--- src/rtl/kf8253_bus_sequencer.sv ---
// rtl/kf8253_bus_sequencer.sv - expands timer commands into timed KF8253 CPU bus cycles
module kf8253_bus_sequencer #(
    parameter int SETUP_CYCLES    = 1,
    parameter int STROBE_CYCLES   = 2,
    parameter int HOLD_CYCLES     = 1,
    parameter int RECOVERY_CYCLES = 4
) (
    input  logic        clock,
    input  logic        reset_in,
    input  logic        req_valid,
    output logic        req_ready,
    input  logic [1:0]  req_cmd,
    input  logic [1:0]  req_counter,
    input  logic [1:0]  req_rw,
    input  logic [2:0]  req_mode,
    input  logic        req_bcd,
    input  logic [15:0] req_value,
    output logic        rsp_valid,
    output logic        rsp_error,
    output logic [15:0] rsp_data,
    output logic        chip_select_n,
    output logic        read_enable_n,
    output logic        write_enable_n,
    output logic [1:0]  address,
    output logic [7:0]  data_bus_out,
    output logic        data_bus_oe,
    input  logic [7:0]  data_bus_in
);

    typedef enum logic [2:0] {
        ST_IDLE, ST_SETUP, ST_STROBE, ST_HOLD, ST_RECOVER, ST_DONE
    } state_t;

    localparam logic [1:0] CMD_PROGRAM = 2'b00;
    localparam logic [1:0] CMD_LATCH   = 2'b01;
    localparam logic [1:0] CMD_RELOAD  = 2'b10;

    localparam logic [7:0] SETUP_LOAD    = 8'(SETUP_CYCLES);
    localparam logic [7:0] STROBE_LOAD   = 8'(STROBE_CYCLES);
    localparam logic [7:0] HOLD_LOAD     = 8'(HOLD_CYCLES);
    localparam logic [7:0] RECOVERY_LOAD = 8'(RECOVERY_CYCLES);

    state_t      state, state_n;
    logic [7:0]  cnt, cnt_n;
    logic [1:0]  idx, idx_n;
    logic        pending;
    logic [1:0]  cmd_q, counter_q, rw_q;
    logic [2:0]  mode_q;
    logic        bcd_q;
    logic [15:0] value_q;
    logic [7:0]  lsb_q, msb_q;

    logic        accept;
    logic        illegal;
    logic [1:0]  last_idx;
    logic [7:0]  control_word;
    logic [1:0]  count_idx;
    logic [7:0]  count_byte;
    logic        acc_write;
    logic [1:0]  acc_addr;
    logic [7:0]  acc_data;
    logic        sample_read;

    logic        cs_n_n, re_n_n, we_n_n, oe_n;
    logic [1:0]  addr_n;
    logic [7:0]  dout_n;
    logic        ready_n, rsp_valid_n, rsp_error_n;
    logic [15:0] rsp_data_n;

    assign accept  = req_valid & req_ready;
    assign illegal = (cmd_q == 2'b11) || (counter_q == 2'b11) ||
                     ((cmd_q != CMD_LATCH) && (rw_q == 2'b00));

    always_ff @(posedge clock or posedge reset_in) begin
        if (reset_in) state <= ST_IDLE;
        else          state <= state_n;
    end

    always_comb begin
        state_n = state;
        cnt_n   = cnt;
        idx_n   = idx;
        case (state)
            ST_IDLE: begin
                idx_n = 2'd0;
                if (pending) begin
                    if (illegal) begin
                        state_n = ST_DONE;
                    end else begin
                        state_n = ST_SETUP;
                        cnt_n   = SETUP_LOAD;
                    end
                end
            end
            ST_SETUP: begin
                cnt_n = cnt - 8'd1;
                if (cnt == 8'd1) begin
                    state_n = ST_STROBE;
                    cnt_n   = STROBE_LOAD;
                end
            end
            ST_STROBE: begin
                cnt_n = cnt - 8'd1;
                if (cnt == 8'd1) begin
                    state_n = ST_HOLD;
                    cnt_n   = HOLD_LOAD;
                end
            end
            ST_HOLD: begin
                cnt_n = cnt - 8'd1;
                if (cnt == 8'd1) begin
                    state_n = ST_RECOVER;
                    cnt_n   = RECOVERY_LOAD;
                end
            end
            ST_RECOVER: begin
                cnt_n = cnt - 8'd1;
                if (cnt == 8'd1) begin
                    if (idx == last_idx) begin
                        state_n = ST_DONE;
                    end else begin
                        state_n = ST_SETUP;
                        cnt_n   = SETUP_LOAD;
                        idx_n   = idx + 2'd1;
                    end
                end
            end
            ST_DONE:  state_n = ST_IDLE;
            default:  state_n = ST_IDLE;
        endcase
    end

    // Access list: index 0 is the control/latch word unless the command is RELOAD.
    always_comb begin
        last_idx = 2'd0;
        case (cmd_q)
            CMD_PROGRAM: last_idx = (rw_q == 2'b11) ? 2'd2 : 2'd1;
            CMD_RELOAD:  last_idx = (rw_q == 2'b11) ? 2'd1 : 2'd0;
            default:     last_idx = 2'd2;
        endcase
        control_word = {counter_q, (cmd_q == CMD_LATCH) ? 2'b00 : rw_q, mode_q, bcd_q};
        count_idx    = (cmd_q == CMD_RELOAD) ? idx_n : idx_n - 2'd1;
        count_byte   = ((count_idx == 2'd0) && (rw_q != 2'b10)) ? value_q[7:0] : value_q[15:8];
        acc_write    = 1'b1;
        acc_addr     = counter_q;
        acc_data     = count_byte;
        if ((cmd_q != CMD_RELOAD) && (idx_n == 2'd0)) begin
            acc_addr = 2'd3;
            acc_data = control_word;
        end else if (cmd_q == CMD_LATCH) begin
            acc_write = 1'b0;
            acc_data  = 8'h00;
        end
    end

    always_comb begin
        cs_n_n      = 1'b1;
        re_n_n      = 1'b1;
        we_n_n      = 1'b1;
        oe_n        = 1'b0;
        addr_n      = 2'd0;
        dout_n      = 8'h00;
        ready_n     = (state_n == ST_IDLE) && !accept;
        rsp_valid_n = (state_n == ST_DONE);
        rsp_error_n = (state_n == ST_DONE) && illegal;
        rsp_data_n  = 16'h0000;
        if ((state_n == ST_DONE) && !illegal && (cmd_q == CMD_LATCH))
            rsp_data_n = {msb_q, lsb_q};
        case (state_n)
            ST_SETUP, ST_STROBE, ST_HOLD: begin
                cs_n_n = 1'b0;
                addr_n = acc_addr;
                oe_n   = acc_write;
                dout_n = acc_data;
                if (state_n == ST_STROBE) begin
                    we_n_n = !acc_write;
                    re_n_n = acc_write;
                end
            end
            ST_RECOVER: begin
                addr_n = acc_addr;
                dout_n = acc_data;
            end
            default: ;
        endcase
    end

    assign sample_read = (state == ST_STROBE) && (cnt == 8'd1) && !acc_write;

    always_ff @(posedge clock or posedge reset_in) begin
        if (reset_in) begin
            cnt            <= 8'd0;
            idx            <= 2'd0;
            pending        <= 1'b0;
            cmd_q          <= 2'b00;
            counter_q      <= 2'b00;
            rw_q           <= 2'b00;
            mode_q         <= 3'd0;
            bcd_q          <= 1'b0;
            value_q        <= 16'h0000;
            lsb_q          <= 8'h00;
            msb_q          <= 8'h00;
            req_ready      <= 1'b1;
            rsp_valid      <= 1'b0;
            rsp_error      <= 1'b0;
            rsp_data       <= 16'h0000;
            chip_select_n  <= 1'b1;
            read_enable_n  <= 1'b1;
            write_enable_n <= 1'b1;
            address        <= 2'd0;
            data_bus_out   <= 8'h00;
            data_bus_oe    <= 1'b0;
        end else begin
            cnt     <= cnt_n;
            idx     <= idx_n;
            pending <= accept;
            if (accept) begin
                cmd_q     <= req_cmd;
                counter_q <= req_counter;
                rw_q      <= req_rw;
                mode_q    <= req_mode;
                bcd_q     <= req_bcd;
                value_q   <= req_value;
            end
            if (sample_read) begin
                if (idx == 2'd1) lsb_q <= data_bus_in;
                else             msb_q <= data_bus_in;
            end
            req_ready      <= ready_n;
            rsp_valid      <= rsp_valid_n;
            rsp_error      <= rsp_error_n;
            rsp_data       <= rsp_data_n;
            chip_select_n  <= cs_n_n;
            read_enable_n  <= re_n_n;
            write_enable_n <= we_n_n;
            address        <= addr_n;
            data_bus_out   <= dout_n;
            data_bus_oe    <= oe_n;
        end
    end

endmodule

--- config.mk ---
export PLATFORM = sky130hd
export DESIGN_NAME = kf8253_bus_sequencer
export DESIGN_NICKNAME = d
export VERILOG_FILES = /design/src/rtl/kf8253_bus_sequencer.sv
export SDC_FILE = /design/constraint.sdc
export NUM_CORES = 1
export LEC_CHECK = 0
export CAP_MARGIN = 40
export CORE_ASPECT_RATIO = 1.4
export CORE_MARGIN = 8
export CORE_UTILIZATION = 30
export DETAILED_ROUTE_END_ITERATION = 6
export DONT_BUFFER_PORTS = 1
export PLACE_DENSITY_LB_ADDON = 0.2
export SYNTH_ARGS = -nofsm -noshare
export SYNTH_HDL_FRONTEND = slang
export SYNTH_SLANG_ARGS = --single-unit
--- constraint.sdc ---
create_clock -name clock -period 4.1 [get_ports clock]
set_input_delay 0.41 -clock clock [delete_from_list [all_inputs] [get_ports clock]]
set_output_delay 0.41 -clock clock [all_outputs]
set_load 0.01 [all_outputs]
==> metrics.txt, run 1 <==
max-slew violation count=0; clock slew at reported path FFs=60 ps; status=complete, no violations; CTS tree=yes; post-synth cell types=53; initial DRC count=143; Total Routed Length=9580 µm; Worst VDD drop=0.277 mV; vias in the first global route=2876; core area=0.0133 mm²; Die X-Extent=114 µm; Final Cycle Share=0.837; Top FF cell, synth=dfrtp_1; Die Ht=153 µm; post-synthesis sequential area ratio=0.555; global-route wire length before repair=15600 µm; Worst Setup Start Kind=flop; P_leak=0.00203 µW; top cell type's share of synthesized area=0.529; Starting Density=0.303; CTS Sinks=89; Root Buffer=clkbuf_16; Vias/cell=5.03; H-tree depth=3; Post-Synthesis Cells=363; clk_lat worst skew=340 ps; most frequent cell after synthesis=dfrtp_1; DP HPWL=7150 µm; Worst Path Arrival=3650 ps; relative slew slack=0.410; initial antenna violation count=1; DR pass1 iterations=4; Hold Path Class=in2reg; placer congestion estimate=0.840; IO buf count=0; Slew @ Worst Pin=885 ps; pwr/cell area=749 mW/mm²; DRC=0; Final Hold Fails=0; cell taking the most area after synthesis=dfrtp_1; Antenna Cells=0; post-synth net total=404; via count=2782; GR Overflow Total=0; setup_tns=0 ps; worst r2r dst=lsb_q[7]; Max FO, Critical Path=13; WL per Instance=17.3 µm; largest net degree at the start of global routing=48; leading cell types by count after synthesis=85 x dfrtp_1, 41 x mux2_2, 26 x nand2_1; Num CTS Buffers=9; number of synthesized register bits=89; nets=407; synthesized area per cell=11.1 µm²; Setup CP Type=reg2reg; Hold EP=cmd_q[0]; Detail Route Antenna Nets=0; fraction of registers with async set/reset=1.00; Final Skew=8.37 ps; worst reg-to-reg setup slack=670 ps; EDFF count, synth=0; All-Layer GR Usage=0.114; WP data required=4320 ps; Layout area overhead=13.1%; maxcap violations=0; synth top area cells=dfrtp_1 53%, mux2_2 11%, and2_1 2.6%; post-synthesis cell area=0.00402 mm²; Fmax=291 MHz; Setup-failing EPs final=0; crit path capture type=flop; postcts setup bufs=0; IO Pins=70; hold path startpoint=req_cmd[0]; die area=0.0174 mm²; Max Buffers Root-to-Sink=2; Worst Hold Depth=2; Period minus WS final=3430 ps; Ys Warns=0; utilization after layout=0.343; RSZ-0062 raised after global routing=false; post-CTS sizing=0; layout cells sized above 1=0.208; R2R Path Start=cnt[5]; row cnt=50; r2r worst-path depth=12
## metrics by stage
step / power [µW] / cell area (µm²) / instances / hold slack, ps / setup slack, ps
2_1_floorplan: 2330 / 4020 / 363 / 447 / 863
3_3_place_gp: 2640 / 4230 / 534 / 459 / 764
3_5_place_dp: 2670 / 4260 / 536 / 238 / 678
4_1_cts: 3460 / 4550 / 553 / 187 / 659
5_1_grt: 3680 / 4550 / 553 / 203 / 381
6_report: 3410 / 4550 / 553 / 202 / 669
## per-layer routing
metal  track usage  part of all wire  vias up
li1              -                 -     1307
met1         0.127              0.40     1386
met2         0.200              0.52       75
met3        0.0308             0.059       14
met4        0.0477             0.018        0
met5             0                 0        -
## sequential cells by signal, summed over array words and instances (netlist names), 3 cells and up
register	cells
value_q	16
rsp_data	16
msb_q	8
data_bus_out	8
state	3
mode_q	3
lsb_q	8
cnt	8
## layout by cell type, fill, tap and decap left out, types with 4 or more instances in the layout
cell type / count
a21oi_1: 13
nor4_1: 4
nand3_1: 7
buf_4: 7
clkbuf_16: 9
inv_1: 14
and2_1: 17
o31ai_1: 7
dfrtp_1: 85
a31oi_1: 4
o21ai_0: 17
nand4_1: 8
a211o_1: 4
o21ai_1: 5
nand2b_1: 4
nand2_1: 26
dfstp_2: 4
mux2_2: 41
ha_1: 4
nor3_1: 10
nor2_1: 25
## where the power goes
group / internal (µW) / switching, µW / total [µW]
clock: 418 / 352 / 770
combinational: 503 / 688 / 1190
sequential: 1150 / 294 / 1450
## how the worst max path moves through the flow
stage / from / endpoint / slack [ps] / cells past startpoint
after floorplan: cnt[5] / msb_q[0] / 860 / 10
after global placement: cnt[5] / msb_q[3] / 760 / 12
after detailed placement: cnt[5] / lsb_q[7] / 680 / 12
after CTS: cnt[5] / lsb_q[7] / 660 / 12
after global routing: cnt[5] / lsb_q[1] / 380 / 12
final: cnt[5] / lsb_q[7] / 670 / 12
## kinds of logic (layout without fill, tap and decap cells)
group           after synthesis  count (layout)  synth area share
fa+ha+maj                     4               4            0.0124
simple gates                121             121             0.159
compound gates               73              73             0.119
mux                          42              42             0.117
xor+xnor                      2               2           0.00435
buf+inv                      32              40            0.0330
flops                        89              89             0.555
## critical path: stages (launching register included)
cell and delay (ps):
dfrtp_1 420, nor3_2 290, nand4b_1 140, buf_4 190, or4_1 690, and2_4 230
nor2_1 140, ha_1 250, nor2_1 100, nand4_1 120, inv_1 50, nand2_1 310
mux2_2 390
## timing repair
item | 4_1_cts | 5_1_grt
hold endpoints to repair | 12 | 0
hold buffers | 1 | 0
endpoints found under the setup margin | 0 | 0
## area by class of cell
class	count	area [µm²]
Clock buffer	10	229
Clock inverter	6	51.3
Fill cell	1384	8710
Inverter	15	57.6
Multi-Input combinational cell	242	1660
Sequential cell	89	2230
Tap cell	182	228
Timing Repair Buffer	9	90.1
Note: power is estimated with default switching activity, not from simulation.
==> run 2, diff against run 1 <==
==> constraint.sdc (replaced) <==
create_clock -name clock -period 3.1 [get_ports clock]
set_input_delay 0.31 -clock clock [delete_from_list [all_inputs] [get_ports clock]]
set_output_delay 0.31 -clock clock [all_outputs]
set_load 0.01 [all_outputs]
==> run 2 against run 1 <==
Net effect:
- routed wire length rose by 5.6%
- setup slack worse by 480 ps
- critical path depth down 1
- total power up 46%
- critical endpoint is now msb_q[6]
- highest routed layer unchanged
==> metrics.txt, run 2 (synthesis gave the netlist of run 1 again) <==
initial DRC count=237 (+66%); hold path startpoint=req_cmd[0]; leading registers by flop count=rsp_data: 16 flops, value_q: 16 flops; WL per Instance=17.6 µm (+1.4%); pwr/cell area=1040 mW/mm² (+39%); Final Hold Fails=0 (unchanged); GR Overflow Total=0 (unchanged); Crit. Startpoint=idx[0]; Antenna Cells=0 (unchanged); Starting Density=0.303 (unchanged); P_leak=0.00218 µW (+7.4%); DR pass1 iterations=5 (+1); Vias/cell=5.02 (-0.13%); clk_lat worst skew=350 ps (about the same); placer congestion estimate=0.848 (+1.0%); Slew @ Worst Pin=721 ps (-164 ps); Setup-failing EPs final=0 (unchanged); CTS Sinks=89 (unchanged); Period minus WS final=2920 ps (-515 ps); core area=0.0133 mm² (unchanged); R2R Path Start=idx[0]; clock slew at reported path FFs=70 ps (about the same); crit path capture type=flop; commonest non-fill, non-tap cell in the layout=dfrtp_1; nets=430 (+5.7%); initial antenna violation count=0 (-1); Hold Path Class=in2reg; Setup CP Type=reg2reg; row cnt=50 (unchanged); Fmax=343 MHz (+18%); Max FO, Critical Path=8 (-5); layout cells sized above 1=0.277 (+0.0691); DRC=0 (unchanged); max-slew violation count=0 (unchanged); Detail Route Antenna Nets=0 (unchanged); Root Buffer=clkbuf_16; Final Skew=6.29 ps (-2.09 ps); via count=2894 (+4.0%); worst hold slack=93.5 ps (-109 ps); Die Ht=153 µm (unchanged); utilization after layout=0.362 (+0.0185); Max Buffers Root-to-Sink=2 (unchanged); Final Cycle Share=0.941 (+0.104); Total Routed Length=10100 µm (+5.6%); CTS tree=yes; Worst VDD drop=0.418 mV (+51%); Worst Path Arrival=3150 ps (-500 ps); IO Pins=70 (unchanged); WP data required=3330 ps (-990 ps); H-tree depth=3 (unchanged); DP HPWL=7610 µm (+6.4%); global-route wire length before repair=16600 µm (+6.0%); All-Layer GR Usage=0.121 (+0.00697); IO buf count=0 (unchanged); vias in the first global route=3023 (+5.1%); Num CTS Buffers=9 (unchanged); die area=0.0174 mm² (unchanged); status=complete, no violations; most frequent cells in the layout=84 x dfrtp_1, 41 x mux2_2, 30 x buf_4; maxcap violations=0 (unchanged); Die X-Extent=114 µm (unchanged); Layout area overhead=19.2%; relative slew slack=0.519 (+0.109); largest net degree at the start of global routing=53 (+10%); Worst Setup Start Kind=flop
-- run 2: worst paths after layout --
| kind | cells after the start | slack (ps) | end |
|---|---|---|---|
| max | 11 | 180 | msb_q[6] |
| min | 2 | 90 | cmd_q[0] |
| max reg2reg | 11 | 180 | msb_q[6] |
| min reg2reg | 1 | 470 | rsp_data[9] |
| max in group asynchronous | 3 | 1830 | read_enable_n |
| min in group asynchronous | 2 | 520 | value_q[9] |
-- run 2: final cells by class --
type                       count  area [µm²]
inverter                      15        57.6
timing repair buffer          32         255
fill                        1349        8470
clock buffer                   9         225
multi-input combinational    242        1690
tap                          182         228
sequential                    89        2230
clock inverter                 7         106
-- run 2: metrics by stage --
stage | power (µW) | worst slack [ps] | TNS [ps] | std cells | instance area [µm²]
final | 4980 | 184 | 0 | 576 | 4800
after detailed placement | 3730 | 45.9 | 0 | 557 | 4410
after global placement | 3680 | 97.5 | 0 | 557 | 4410
after CTS | 4970 | 26.1 | 0 | 574 | 4760
after floorplan | 3080 | 67.5 | 0 | 363 | 4030
after global routing | 5320 | -8.80 | -8.80 | 576 | 4800
-- run 2: worst max-delay path, cell delays in order, from the launching register on --
cell and delay, ps:
dfrtp_2 460, nor4bb_1 160, o211a_1 260, or4_4 530, o22ai_1 160, nand2_1 90, ha_1 210, nor2_1 160
nand4_1 150, nor2_2 100, buf_4 180, mux2_2 350
-- run 2: timing repair --
action	in CTS	in global routing
hold buffers	1	0
endpoints found under the hold margin	36	0
setup buffers	0	2
endpoints found under the setup margin	0	24
gates resized for setup	0	8
-- run 2: power by group --
group          switching (µW)  internal [µW]
Sequential                292           1530
Clock                     503            724
Combinational            1100            836
Total                    1890           3090
-- run 2: per-layer routing --
layer,wire length [µm],track usage,part of all wire,up-vias
met3,678,0.0394,0.067,19
met4,225,0.0496,0.022,0
met2,5250,0.210,0.52,82
met5,0,0,0,-
met1,3970,0.132,0.39,1431
li1,-,-,-,1362
